## config.mk

```make
export PLATFORM = sky130hd
export DESIGN_NAME = bnn_bit_mem_responder
export DESIGN_NICKNAME = d
export VERILOG_FILES = /design/src/rtl/bnn_mem_pkg.sv /design/src/rtl/bnn_rr_arb2.sv /design/src/rtl/bnn_bit_mem_responder.sv
export SDC_FILE = /design/constraint.sdc
export NUM_CORES = 1
export LEC_CHECK = 0
export BUFFER_PORTS_ARGS = -buffer_cell sky130_fd_sc_hd__buf_2
export CORE_ASPECT_RATIO = 0.8
export CORE_MARGIN = 2
export CORE_UTILIZATION = 50
export CTS_CLUSTER_DIAMETER = 100
export DETAILED_ROUTE_END_ITERATION = 10
export PLACE_DENSITY = 0.72
export SKIP_CTS_REPAIR_TIMING = 1
export SYNTH_ARGS = -nofsm -noshare
export SYNTH_HDL_FRONTEND = slang
export SYNTH_HIERARCHICAL = 1
export SYNTH_SLANG_ARGS = --single-unit
```

## constraint.sdc

```tcl
create_clock -name clk -period 4.1 [get_ports clk]
set_input_delay 0.615 -clock clk [delete_from_list [all_inputs] [get_ports clk]]
set_output_delay 0.615 -clock clk [all_outputs]
set_load 0.01 [all_outputs]
```

## src/rtl/bnn_mem_pkg.sv

```systemverilog
// Shared types and default sizes for the binarized-network bit memory responder.
package bnn_mem_pkg;

    localparam int DEFAULT_DEPTH  = 1024;
    localparam int DEFAULT_WORD_W = 32;

    typedef enum logic [1:0] {
        IDLE   = 2'd0,
        RMW_WB = 2'd1,
        CLEAR  = 2'd2
    } state_e;

    typedef enum logic {
        READ  = 1'b0,
        WRITE = 1'b1
    } req_e;

endpackage

```

## src/rtl/bnn_rr_arb2.sv

```systemverilog
// Two-requester round-robin arbiter; the last-grant register only moves when a grant is taken.
module bnn_rr_arb2
    import bnn_mem_pkg::*;
(
    input  logic clk,
    input  logic rst,
    input  logic en_i,
    input  logic rd_req_i,
    input  logic wr_req_i,
    input  logic take_i,
    output logic rd_gnt_o,
    output logic wr_gnt_o
);

    req_e last_q;
    req_e last_d;

    always_comb begin
        rd_gnt_o = 1'b0;
        wr_gnt_o = 1'b0;
        if (en_i) begin
            if (rd_req_i && wr_req_i) begin
                // Contention: favour whichever side was not served last.
                rd_gnt_o = (last_q == WRITE);
                wr_gnt_o = (last_q == READ);
            end else begin
                rd_gnt_o = rd_req_i;
                wr_gnt_o = wr_req_i;
            end
        end
        last_d = last_q;
        if (take_i) begin
            last_d = rd_gnt_o ? READ : WRITE;
        end
    end

    always_ff @(posedge clk or posedge rst) begin
        if (rst) begin
            last_q <= READ;
        end else begin
            last_q <= last_d;
        end
    end

endmodule

```

## src/rtl/bnn_bit_mem_responder.sv

```systemverilog
// Bit-addressed packed memory with 1-cycle reads, 2-cycle RMW writes and a bulk clear.
// Optional word parity is enabled by defining BNN_MEM_PARITY_EN.
module bnn_bit_mem_responder
    import bnn_mem_pkg::*;
#(
    parameter  int DEPTH  = DEFAULT_DEPTH,
    parameter  int WORD_W = DEFAULT_WORD_W,
    localparam int ADDR_W = $clog2(DEPTH)
) (
    input  logic              clk,
    input  logic              rst,
    input  logic              rd_valid,
    output logic              rd_ready,
    input  logic [ADDR_W-1:0] rd_addr,
    output logic              rd_rsp_valid,
    output logic              rd_data,
    output logic              rd_err,
    input  logic              wr_valid,
    output logic              wr_ready,
    input  logic [ADDR_W-1:0] wr_addr,
    input  logic              wr_data,
    input  logic              par_inject,
    input  logic              clr_start,
    output logic              busy,
    output logic              clr_done
);

    localparam int BIT_W     = $clog2(WORD_W);
    localparam int NUM_WORDS = DEPTH / WORD_W;
    localparam int WIDX_W    = ADDR_W - BIT_W;
    localparam logic [WIDX_W-1:0] LAST_WORD = WIDX_W'(NUM_WORDS - 1);

    state_e            state_q;
    logic [WIDX_W-1:0] clr_ptr_q;
    logic [WIDX_W-1:0] rmw_idx_q;
    logic [WORD_W-1:0] rmw_buf_q;
    logic              rd_rsp_valid_q;
    logic              rd_data_q;
    logic              rd_err_q;
    logic              clr_done_q;

    logic [WORD_W-1:0] mem_q [NUM_WORDS];

    logic [WIDX_W-1:0] rd_widx, wr_widx;
    logic [BIT_W-1:0]  rd_bidx, wr_bidx;
    logic [WORD_W-1:0] rd_word, wr_word_d;
    logic              rd_err_d;
    logic              arb_en, rd_acc, wr_acc;

    assign rd_widx = rd_addr[ADDR_W-1:BIT_W];
    assign rd_bidx = rd_addr[BIT_W-1:0];
    assign wr_widx = wr_addr[ADDR_W-1:BIT_W];
    assign wr_bidx = wr_addr[BIT_W-1:0];
    assign rd_word = mem_q[rd_widx];

    always_comb begin
        wr_word_d          = mem_q[wr_widx];
        wr_word_d[wr_bidx] = wr_data;
    end

    assign arb_en = (state_q == IDLE) && !clr_start;
    assign rd_acc = rd_valid && rd_ready;
    assign wr_acc = wr_valid && wr_ready;

    bnn_rr_arb2 u_arb (
        .clk      (clk),
        .rst      (rst),
        .en_i     (arb_en),
        .rd_req_i (rd_valid),
        .wr_req_i (wr_valid),
        .take_i   (rd_acc || wr_acc),
        .rd_gnt_o (rd_ready),
        .wr_gnt_o (wr_ready)
    );

`ifdef BNN_MEM_PARITY_EN
    logic par_mem_q [NUM_WORDS];
    logic rmw_par_q;

    assign rd_err_d = ^{rd_word, par_mem_q[rd_widx]};

    always_ff @(posedge clk or posedge rst) begin
        if (rst) begin
            rmw_par_q <= 1'b0;
        end else if (wr_acc) begin
            rmw_par_q <= (^wr_word_d) ^ par_inject;
        end
    end

    always_ff @(posedge clk) begin
        if (state_q == RMW_WB) begin
            par_mem_q[rmw_idx_q] <= rmw_par_q;
        end else if (state_q == CLEAR) begin
            par_mem_q[clr_ptr_q] <= 1'b0;
        end
    end
`else
    logic par_inject_unused;

    assign par_inject_unused = par_inject;
    assign rd_err_d          = 1'b0;
`endif

    // Storage carries no reset; only the clear engine defines its contents.
    always_ff @(posedge clk) begin
        if (state_q == RMW_WB) begin
            mem_q[rmw_idx_q] <= rmw_buf_q;
        end else if (state_q == CLEAR) begin
            mem_q[clr_ptr_q] <= '0;
        end
    end

    always_ff @(posedge clk or posedge rst) begin
        if (rst) begin
            state_q        <= IDLE;
            clr_ptr_q      <= '0;
            rmw_idx_q      <= '0;
            rmw_buf_q      <= '0;
            rd_rsp_valid_q <= 1'b0;
            rd_data_q      <= 1'b0;
            rd_err_q       <= 1'b0;
            clr_done_q     <= 1'b0;
        end else begin
            rd_rsp_valid_q <= 1'b0;
            clr_done_q     <= 1'b0;
            case (state_q)
                IDLE: begin
                    if (clr_start) begin
                        state_q   <= CLEAR;
                        clr_ptr_q <= '0;
                    end else if (rd_acc) begin
                        rd_rsp_valid_q <= 1'b1;
                        rd_data_q      <= rd_word[rd_bidx];
                        rd_err_q       <= rd_err_d;
                    end else if (wr_acc) begin
                        rmw_idx_q <= wr_widx;
                        rmw_buf_q <= wr_word_d;
                        state_q   <= RMW_WB;
                    end
                end
                RMW_WB: begin
                    state_q <= IDLE;
                end
                CLEAR: begin
                    if (clr_ptr_q == LAST_WORD) begin
                        state_q    <= IDLE;
                        clr_ptr_q  <= '0;
                        clr_done_q <= 1'b1;
                    end else begin
                        clr_ptr_q <= clr_ptr_q + WIDX_W'(1);
                    end
                end
                default: begin
                    state_q <= IDLE;
                end
            endcase
        end
    end

    assign rd_rsp_valid = rd_rsp_valid_q;
    assign rd_data      = rd_data_q;
    assign rd_err       = rd_err_q;
    assign clr_done     = clr_done_q;
    assign busy         = (state_q == RMW_WB) || (state_q == CLEAR);

endmodule

```

After elaboration in Yosys (flattened, before gate mapping)
Memories as Yosys holds them, arrays and structs flattened.
Cells that the tools add are included.
Widths: inputs -> output; s select.

cells by class
  add/sub/neg operators = 1
  $lt $le $gt $ge = 3
  equality and inequality tests = 7
  muxes and demuxes = 31
  bitwise logic cells = 3
  reduce and logical (&&, ||, !) cells = 15

operator list
  operator             number
  $bwmux 32            1
  $mux 32              1
  $reduce_or 32->1     1
  $mux 1               18
  $mux 5               3
  $lt 5x6->1 const B   2
  $pmux 5 s2           1
  $mux 2               4
  $ne 3x3->1 const B   2
  $reduce_and 3->1     2
  $add 5x1->5 const B  1
  $bmux 1 s5           1
  $demux 1 s5          1
  $eq 5x5->1 const B   1
  $ge 5x1->1 const B   1
  $logic_and 1x1->1    5
  $pmux 2 s2           1
  $reduce_and 4->1     1
  $not 1->1            3
  $eq 2x1->1 const B   1
  $eq 2x2->1 const B   1
  $logic_not 2->1      1
  $logic_or 1x1->1     2
  $ne 2x1->1 const B   1
  other kinds (4)      4

word-level totals
  flip-flop bits (word level) = 48
  bits in writable memories = 1024
  output and inout port bits = 7
  memories = 1

memories
  name   words  width  rd ports  clocked after memory_dff  wr ports  line                         source
  mem_q  32     32     2         0                         1         bnn_bit_mem_responder.sv:42  logic [WORD_W-1:0] mem_q [NUM_WORDS];

Depth between registers and ports, before layout
  depth in word-level cells = 8
  mapped depth = 13
  gate-level depth less buffers = 13

Hierarchy
Netlist, hierarchy kept.

modules (own cells, without submodules)
  module                 instances  cells an instance  area each (um^2)
  bnn_bit_mem_responder  1          2530               49826.5
  bnn_rr_arb2            1          8                  70.1

Worst setup path after synthesis
OpenSTA, ideal clock, no wires.

  path type = reg2reg
  start point = register state_q[0]
  end point = memory mem_q[0][0] (netlist name), enable pin
  setup time = 0.421 ns
  arrival time = 2.895 ns
  required time = 3.679 ns
  setup slack = 0.784 ns
  stages on the path, launching flop included = 8
  path buffers = 2
  cells stage by stage = dfrtp_1 inv_1 ha_1 clkbuf_1 clkbuf_1 mux2i_1 nand2_1 nor2_1

between the ends
  longest elaborated chain between the ends = 6
  elaborated cells between the ends (all ways) = 10
  classes of those cells = eq/ne (2); mux (7); reduce/logical (1)

RTL lines
  what                                               line                          source
  from (decl)                                        bnn_bit_mem_responder.sv:33   state_e state_q;
  from (signal assigned)                             bnn_bit_mem_responder.sv:115  state_q <= IDLE;
  from (signal assigned)                             bnn_bit_mem_responder.sv:129  state_q <= CLEAR;
  from (signal assigned)                             bnn_bit_mem_responder.sv:138  state_q <= RMW_WB;
  $eq 2x2->1                                         bnn_bit_mem_responder.sv:108  end else if (state_q == CLEAR) begin
  $mux 1                                             bnn_bit_mem_responder.sv:108
  $mux 1                                             bnn_bit_mem_responder.sv:106  if (state_q == RMW_WB) begin
  $mux 1 (implied by the code)                       bnn_bit_mem_responder.sv:109  mem_q[clr_ptr_q] <= '0;
  $reduce_or 32->1 (no line)                         --
  $mux 5 (no line) / $mux 1 (equally long branches)  --
  to (decl)                                          bnn_bit_mem_responder.sv:42

Several ways; a longest one is shown, not always the timed one.

Final worst setup path
  start point = register state_q[0]
  end point = register rd_data_q, in the netlist rd_data

between the ends
  longest elaborated chain between the ends = 5

RTL lines
  what                        line                          source
  $logic_not 2->1             bnn_bit_mem_responder.sv:61   assign arb_en = (state_q == IDLE) && !clr_start;
  $logic_and 1x1->1           bnn_bit_mem_responder.sv:61
  net arb_en                  bnn_bit_mem_responder.sv:48   logic arb_en, rd_acc, wr_acc;
  $mux 1                      bnn_rr_arb2.sv:21             if (en_i) begin
  $logic_and 1x1->1           bnn_bit_mem_responder.sv:62   assign rd_acc = rd_valid && rd_ready;
  $reduce_and 3->1 (no line)  --
  to (signal assigned)        bnn_bit_mem_responder.sv:133  rd_data_q <= rd_word[rd_bidx];
  to (decl)                   bnn_bit_mem_responder.sv:38   logic rd_data_q;

The timed path passes the listed nets, and every way through them passes these cells.
A chain may end at the register's enable or synchronous reset.

==> metrics.md <==
| Metric | Value |
|---|---|
| Slew @ Worst Pin | `1.09 ns` |
| Synth top area cells | `edfxtp_1 62%, mux4_2 25%, mux2i_1 2.6%, dfrtp_1 2.4%, clkbuf_1 0.74%` |
| Violated checks | `DRC` |
| Synthesized area | `49900 um^2` |
| Fin crit period | `3.34 ns` |
| Routed Antenna Nets | `0` |
| Synthesized flop and latch total | `1072` |
| Peak supply drop | `394 uV` |
| Clk Latency, worst-skew pair | `0.69 ns` |
| Worst reg2reg path depth | `13` |
| Total chip power | `28.7 mW` |
| Switching share of power | `26.7%` |
| Initial Util | `50.5%` |
| Hold slack | `0.218 ns` |
| Critical Setup Path Class | `register to register` |
| Die Area | `102000 um^2` |
| Root buf cell | `clkbuf_16` |
| CP endpoint kind | `register` |
| Final #Nets | `2695` |
| Post-Route Setup TNS | `0 ns` |
| Critical Path AT | `3.97 ns` |
| Hold Path Cell Cnt | `2` |
| Largest net degree at the start of global routing | `64` |
| GPL Wtd Cong | `0.891` |
| Power density over the cells | `508 nW/um^2` |
| Final wirelength | `149 mm` |
| Num Clock Sinks | `1072` |
| Syn nets | `2569` |
| Syn Area/Cell | `19.7 um^2` |
| Post-route design area | `56600 um^2` |
| Num CTS Buffers | `102` |
| Worst slew margin | `27.0%` |
| MaxCap Viol Count | `0` |
| GRT Residual Overflow | `0` |
| Status | `finished, violations left` |
| Core area | `98800 um^2` |
| Leading cell type in the layout, fill and taps excluded | `edfxtp_1` |
| Layout cells sized above 1 | `35.1%` |
| Pre-Repair DR Iteration Count | `9` |
| CP required | `4.73 ns` |
| Initial detailed-routing violation count | `4647` |
| CTS tree | `built` |
| Top Ports | `34` |
| Final hold violations | `0` |
| Antenna violations before repair | `6` |
| Post-synth EDFFs | `1024` |
| GR Util All Layers | `29.6%` |
| Min-delay worst type | `input port to register` |
| Clock Skew | `0.0351 ns` |
| Slew Limit Fails | `0` |
| Critical-path maximum fanout | `8` |
| Area of placed instances | `53200 um^2` |
| Period utilisation layout | `81.4%` |
| Clk pin slew, worst setup/hold paths | `0.06 ns` |
| Combinational share of power | `17.2%` |
| Rows | `103` |
| Clock share of power | `33.2%` |
| Switch Pwr | `7.68 mW` |
| Number of global-route vias before repair | `29400` |
| Internal power | `21.0 mW` |
| Lkg Pwr | `18.3 nW` |
| Clk buf depth | `3` |
| Vias after detailed routing | `29200` |
| Max Fclk | `300 MHz` |
| Synth async-reset ratio | `4.48%` |
| Detail Placement HPWL | `86.5 mm` |
| Number of I/O port buffers | `31` |
| Chip height | `287 um` |
| Cell-by-cell trace of the critical path | `inv_1 > ha_1 > nand2b_1 > inv_1 > and3_1 > nand3_1 > inv_1 > nand3_1 > nor4_1 > nand3_1 > nor3_1 > a211o_1 > or4_1` |
| Netlist cell types | `58` |
| Share of the synthesized area in the top cell type | `61.6%` |
| Global-route wire length before repair | `214 mm` |
| # DRC | `12` |
| Commonest cells after routing, fill and taps aside | `1024 x edfxtp_1, 553 x mux4_2, 130 x buf_4, 128 x mux2i_1, 105 x clkbuf_16` |
| Routed len/inst | `36.6 um` |
| Seq pwr share | `49.7%` |
| Main synth FF type | `edfxtp_1` |
| Post-synth top area cell | `edfxtp_1` |
| Die width | `357 um` |
| Via density | `7.18` |
| Setup violators final | `0` |
| Syn-to-layout area delta | `13.4%` |
| Register area share after synthesis | `64.0%` |
| Warnings from Yosys | `6` |
| H-tree Lvls | `3` |
| Mapped Cells | `2538` |
| Worst path slowest cell | `inv_1` |
| Crit start category | `register` |
| RSZ-0062 raised after global routing | `false` |
| CP peak stage delay | `0.43 ns` |
## cell type report
cell class / count / area [um^2]
clock buffer: 146 / 2880
multi-input combinational: 1257 / 17300
sequential: 1072 / 32000
antenna: 6 / 15.0
timing repair buffer: 216 / 2280
tap: 1312 / 1640
fill: 7072 / 42300
inverter: 15 / 56.3
clock inverter: 40 / 464
## kinds of logic (layout without fill, tap and decap cells)
logic type	after synthesis	in the layout	synth area share, %
compound gates	261	261	3.46
fa+ha+maj	4	4	0.100
buf+inv	209	417	1.84
flops	1072	1072	64.0
mux	689	689	27.7
other cells	1	7	0.00752
simple gates	302	302	2.85
## metrics by stage
stage                     utilization (%)  cells  worst slack (ns)
after global routing                 57.2   4059             0.570
after detailed placement             53.8   3871             0.189
after floorplan                         -   2538             0.784
after global placement               53.8   3871             0.190
final                                57.2   4064             0.763
after CTS                            57.2   4057             0.874
## per-layer routing
layer	vias up	global-route usage, %	share of wire (%)
met3	384	8.84	14
li1	11200	-	-
met5	-	0	0.026
met1	15300	42.6	37
met2	2285	43.9	45
met4	6	9.93	4.0
## sequential cells by signal, summed over array words and instances, names as in the netlist
signal	cells
clr_done	1
rd_data	1
rmw_idx_q	5
rmw_buf_q	32
state_q	2
clr_ptr_q	5
rd_rsp_valid	1
mem_q	1024
u_arb/last_q	1
## worst max-delay path: cells and delay by family (launching register included)
kind	cells	cell delay (ns)
simple gates	8	1.80
compound gates	1	0.15
buf+inv	3	0.79
flops	1	0.38
fa+ha+maj	1	0.20
## power groups by stage
stage,registers (mW),clock network (mW),logic [mW]
finish,14.3,9.53,4.93
detailed placement,14.5,0,4.84
CTS,14.2,9.59,4.85
global placement,14.4,0,4.62
global route,14.3,10.0,5.20
floorplan,14.4,0,2.79
## cell usage after synthesis (16+ instances only)
cell,number
o221ai_1,33
mux2i_1,128
edfxtp_1,1024
clkbuf_1,99
nor3_1,16
o22ai_1,20
nor2b_1,43
nand3_1,36
buf_1,50
nand2_1,90
a22oi_1,31
nor2_1,78
buf_2,27
mux4_2,553
a31oi_1,20
dfrtp_1,48
a21oi_1,54
o21ai_0,54
## path summary, 6_finish.rpt
path,start,endpoint,slack [ns]
setup reg to reg,state_q[0]$_DFFE_PP0P_,rd_data$_DFFE_PP0P_,0.76
hold / removal,clr_start,state_q[1]$_DFFE_PP0P_,0.22
max in group asynchronous,rst,rmw_buf_q[6]$_DFFE_PP0P_,2.51
min in group asynchronous,rst,u_arb/last_q$_DFFE_PP0P_,0.35
hold reg to reg,rmw_buf_q[3]$_DFFE_PP0P_,rmw_buf_q[3]$_DFFE_PP0P_,0.48
setup / recovery,state_q[0]$_DFFE_PP0P_,rd_data$_DFFE_PP0P_,0.76
Note: power is estimated with default switching activity, not from simulation.
